## src/rtl/univ_shift_reg.sv

```systemverilog
// WIDTH-bit universal shift register (hold / shift right / shift left / rotate / load), updated on the falling edge of c.
// One falling edge from inputs to q; the serial outputs are combinational taps of q.
module univ_shift_reg #(
  parameter int WIDTH = 8
) (
  input  logic             c,
  input  logic             re,
  input  logic             en,
  input  logic [1:0]       mode,
  input  logic             rot,
  input  logic             sr_in,
  input  logic             sl_in,
  input  logic [WIDTH-1:0] d,
  output logic [WIDTH-1:0] q,
  output logic [WIDTH-1:0] q_,
  output logic             sr_out,
  output logic             sl_out
);

  typedef enum logic [1:0] {
    MODE_HOLD = 2'b00,
    MODE_SHR  = 2'b01,
    MODE_SHL  = 2'b10,
    MODE_LOAD = 2'b11
  } mode_e;

  logic [WIDTH-1:0] shr_val;
  logic [WIDTH-1:0] shl_val;
  logic [WIDTH-1:0] q_next;
  logic             shr_fill;
  logic             shl_fill;

  // End-bit fill: rotation feeds back the bit leaving the opposite end.
  assign shr_fill = rot ? q[0]       : sr_in;
  assign shl_fill = rot ? q[WIDTH-1] : sl_in;

  // Per-bit neighbour selection for both shift directions.
  genvar i;
  generate
    for (i = 0; i < WIDTH; i++) begin : g_bit
      if (i == WIDTH-1) begin : g_top
        assign shr_val[i] = shr_fill;
      end else begin : g_mid_r
        assign shr_val[i] = q[i+1];
      end
      if (i == 0) begin : g_bot
        assign shl_val[i] = shl_fill;
      end else begin : g_mid_l
        assign shl_val[i] = q[i-1];
      end
    end
  endgenerate

  always_comb begin
    q_next = q;
    if (en) begin
      case (mode_e'(mode))
        MODE_SHR:  q_next = shr_val;
        MODE_SHL:  q_next = shl_val;
        MODE_LOAD: q_next = d;
        default:   q_next = q;
      endcase
    end
  end

  always_ff @(negedge c) begin
    if (re) begin
      q <= '0;
    end else begin
      q <= q_next;
    end
  end

  assign q_     = ~q;
  assign sr_out = q[0];
  assign sl_out = q[WIDTH-1];

endmodule
```

## config.mk

```make
export PLATFORM = sky130hd
export DESIGN_NAME = univ_shift_reg
export DESIGN_NICKNAME = d
export VERILOG_FILES = /design/src/rtl/univ_shift_reg.sv
export SDC_FILE = /design/constraint.sdc
export NUM_CORES = 1
export LEC_CHECK = 0
export ABC_AREA = 1
export BUFFER_PORTS_ARGS = -buffer_cell sky130_fd_sc_hd__buf_2
export CAP_MARGIN = 20
export CORE_MARGIN = 2
export CORE_UTILIZATION = 40
export DETAILED_ROUTE_END_ITERATION = 16
export PLACE_DENSITY = 0.74
export SLEW_MARGIN = 40
export SYNTH_ARGS = -nofsm -noshare
export SYNTH_HDL_FRONTEND = slang
export SYNTH_SLANG_ARGS = --single-unit
```

## constraint.sdc

```tcl
create_clock -name c -period 1.15 [get_ports c]
set_clock_uncertainty 0.1 [all_clocks]
set_input_delay 0.0575 -clock c [delete_from_list [all_inputs] [get_ports c]]
set_output_delay 0.0575 -clock c [all_outputs]
set_load 0.05 [all_outputs]
```

==> flow_summary.json <==
{
  "yosys-top-cells-area": "dfxtp_1, nand2_1, nor2_1",
  "cts_inserted_buffers": 3,
  "postRouteAntennaNets": 0,
  "largest-register": "q",
  "die_area_um2": 1620,
  "syn-cell-area_um2": 526,
  "slew_headroom": 0.759,
  "violations": "negative setup slack",
  "avgSynthCellArea_um2": 5.71,
  "place_hpwl_um": 1190,
  "crit_arrival_ns": 1.54,
  "cp.required_ns": 0.99,
  "grt_pass1_vias": 766,
  "fin_ws_ns": -0.549,
  "r2r_cells": 6,
  "io_buffer_count": 33,
  "grt_remaining_overflow": 0,
  "wl_met2_um": 1400,
  "syn_to_final_growth_pct": 128,
  "wl_met1_um": 957,
  "yosysWarningCount": 0,
  "antenna_found_initial": 0,
  "grt_util_all_layers": 0.304,
  "grt_pass1_wl_um": 3220,
  "clockBufferDepth": 2,
  "cp-end-kind": "output pin",
  "hold_depth": 3,
  "ios": 34,
  "place_congestion": 0.731,
  "status": "finished, violations left",
  "cts_max_level": 1,
  "clkSinkCount": 8,
  "path_clk_slew_ns": 0.06,
  "die_h_um": 40.2,
  "setup_tns_ns": -9.48,
  "synth-async-reset-ratio": 0,
  "rr_startpoint": "q[0]",
  "drive_above_1_share": 0.610,
  "core_um2": 1270,
  "drv_slew": 0,
  "reg_top3": "q: 8 flops",
  "yosys.cell_count.top_type": "nand2_1",
  "layout.nets": 164,
  "yosysUniqueCellTypes": 12,
  "n_antenna_cell": 0,
  "critPathMaxFanout": 3,
  "clk_latency_ns": 0.35,
  "ys_seq_elements": 8,
  "synth_commonest_cells": "nand2_1, nor2_1, inv_1",
  "dpl_worst_slack_ns": -0.376,
  "routed_wl_um": 2800,
  "yosysSeqAreaShare": 0.305,
  "clockRootBuffer": "clkbuf_4",
  "synthFlopType": "dfxtp_1",
  "crit_path_start_kind": "flop",
  "dr.pass1.iters": 4,
  "top_layer_used": "met4",
  "yosys.area.top_type": "dfxtp_1",
  "path_class": "reg2out",
  "p_per_area_nw_per_um2": 1090,
  "hold_path.class": "reg2reg",
  "syn_inst": 92,
  "ir_drop_mv": 0.722,
  "die_w_um": 40.2,
  "start_util": 0.414,
  "tightest_slew_ns": 0.358,
  "synth_top_area_frac": 0.305,
  "tritoncts": "done",
  "hold_path_startpoint": "q[4]",
  "nFillCells": 42,
  "wl_met3_um": 247,
  "synth-edff-count": 0,
  "grt_max_degree": 9,
  "rows": 13,
  "route.detailed.drc": 0,
  "hold_viol": 0,
  "maxCapViolCount": 0,
  "wl_per_cell_um": 17.4,
  "num_vias": 889,
  "dp_cells": 149,
  "finalSetupViolations": 26,
  "routed_via_density": 5.52,
  "drt_iter0_markers": 46,
  "startpoint": "q[2]",
  "synth.net_count": 108,
  "p_leak_uw": 0.000558,
  "final_cells": 161,
  "largest_reg_flops": 8,
  "ctsHoldBuffers": 0,
  "grt_setup_unrepaired": "yes"
}
-- worst paths after layout --
check,endpoint,slack [ns]
worst max-delay path,q_[2],-0.55
worst min-delay path,q[4],0.55
worst max register to register,q[1],-0.03
worst min register to register,q[4],0.55
-- placed cells by master (no fill, tap or decap), types with 2 or more instances in the layout --
| cell | n |
|---|---|
| buf_2 | 12 |
| buf_4 | 15 |
| buf_6 | 10 |
| buf_8 | 9 |
| clkbuf_4 | 3 |
| clkinvlp_4 | 8 |
| dfxtp_4 | 8 |
| inv_1 | 12 |
| nand2_1 | 17 |
| nand2_4 | 5 |
| nand3_1 | 3 |
| nand3_2 | 2 |
| nor2_1 | 10 |
| nor2_2 | 6 |
| nor2_4 | 5 |
| o21ai_0 | 8 |
| o21ai_1 | 6 |
-- layout make-up --
class	count	area [um2]	share of cell area
clock inverters	8	30.0	0.0251
flip-flops and latches	8	190	0.159
inverters	14	90.1	0.0753
multi-input cells	65	377	0.315
well taps	15	18.8	0.0157
clock buffers	3	22.5	0.0188
repair buffers	48	468	0.391
-- where the power goes --
part / leakage, uW / switching (uW) / internal, uW
Clock: 0.0000564 / 214 / 159
Combinational: 0.000431 / 350 / 241
Sequential: 0.0000713 / 40.7 / 298
Total: 0.000558 / 604 / 699
-- stage by stage --
| stage | area (um2) | hold slack [ns] | power (uW) | util |
|---|---|---|---|---|
| after CTS | 1110 | 0.494 | 1220 | 0.878 |
| after detailed placement | 871 | 0.474 | 799 | 0.686 |
| after global placement | 871 | 0.469 | 793 | 0.686 |
| final | 1200 | 0.547 | 1300 | 0.943 |
| after global routing | 1200 | 0.582 | 1370 | 0.943 |
| after floorplan | 608 | 0.509 | 665 | - |
-- cell families after synthesis --
family	share of synthesized area
simple gates	0.376
buf+inv	0.167
compound gates	0.152
flops	0.305
-- routing by layer --
| layer | global-route usage | up-vias |
|---|---|---|
| met1 | 0.327 | 391 |
| li1 | - | 393 |
| met2 | 0.504 | 77 |
| met4 | 0.183 | 0 |
| met5 | 0 | - |
| met3 | 0.111 | 28 |
-- critical path, stage by stage (launching register included) --
cell and delay, ns:
dfxtp_4 0.37, clkinvlp_4 0.09, buf_6 0.15
-- what timing repair did --
action | 4_1_cts | 5_1_grt
setup endpoints to repair | 26 | 26
resized for setup | 51 | 25
pin swaps | 9 | 22
cloned | 1 | 0
buffers inserted | 1 | 0
(Power assumes the default switching activity.)
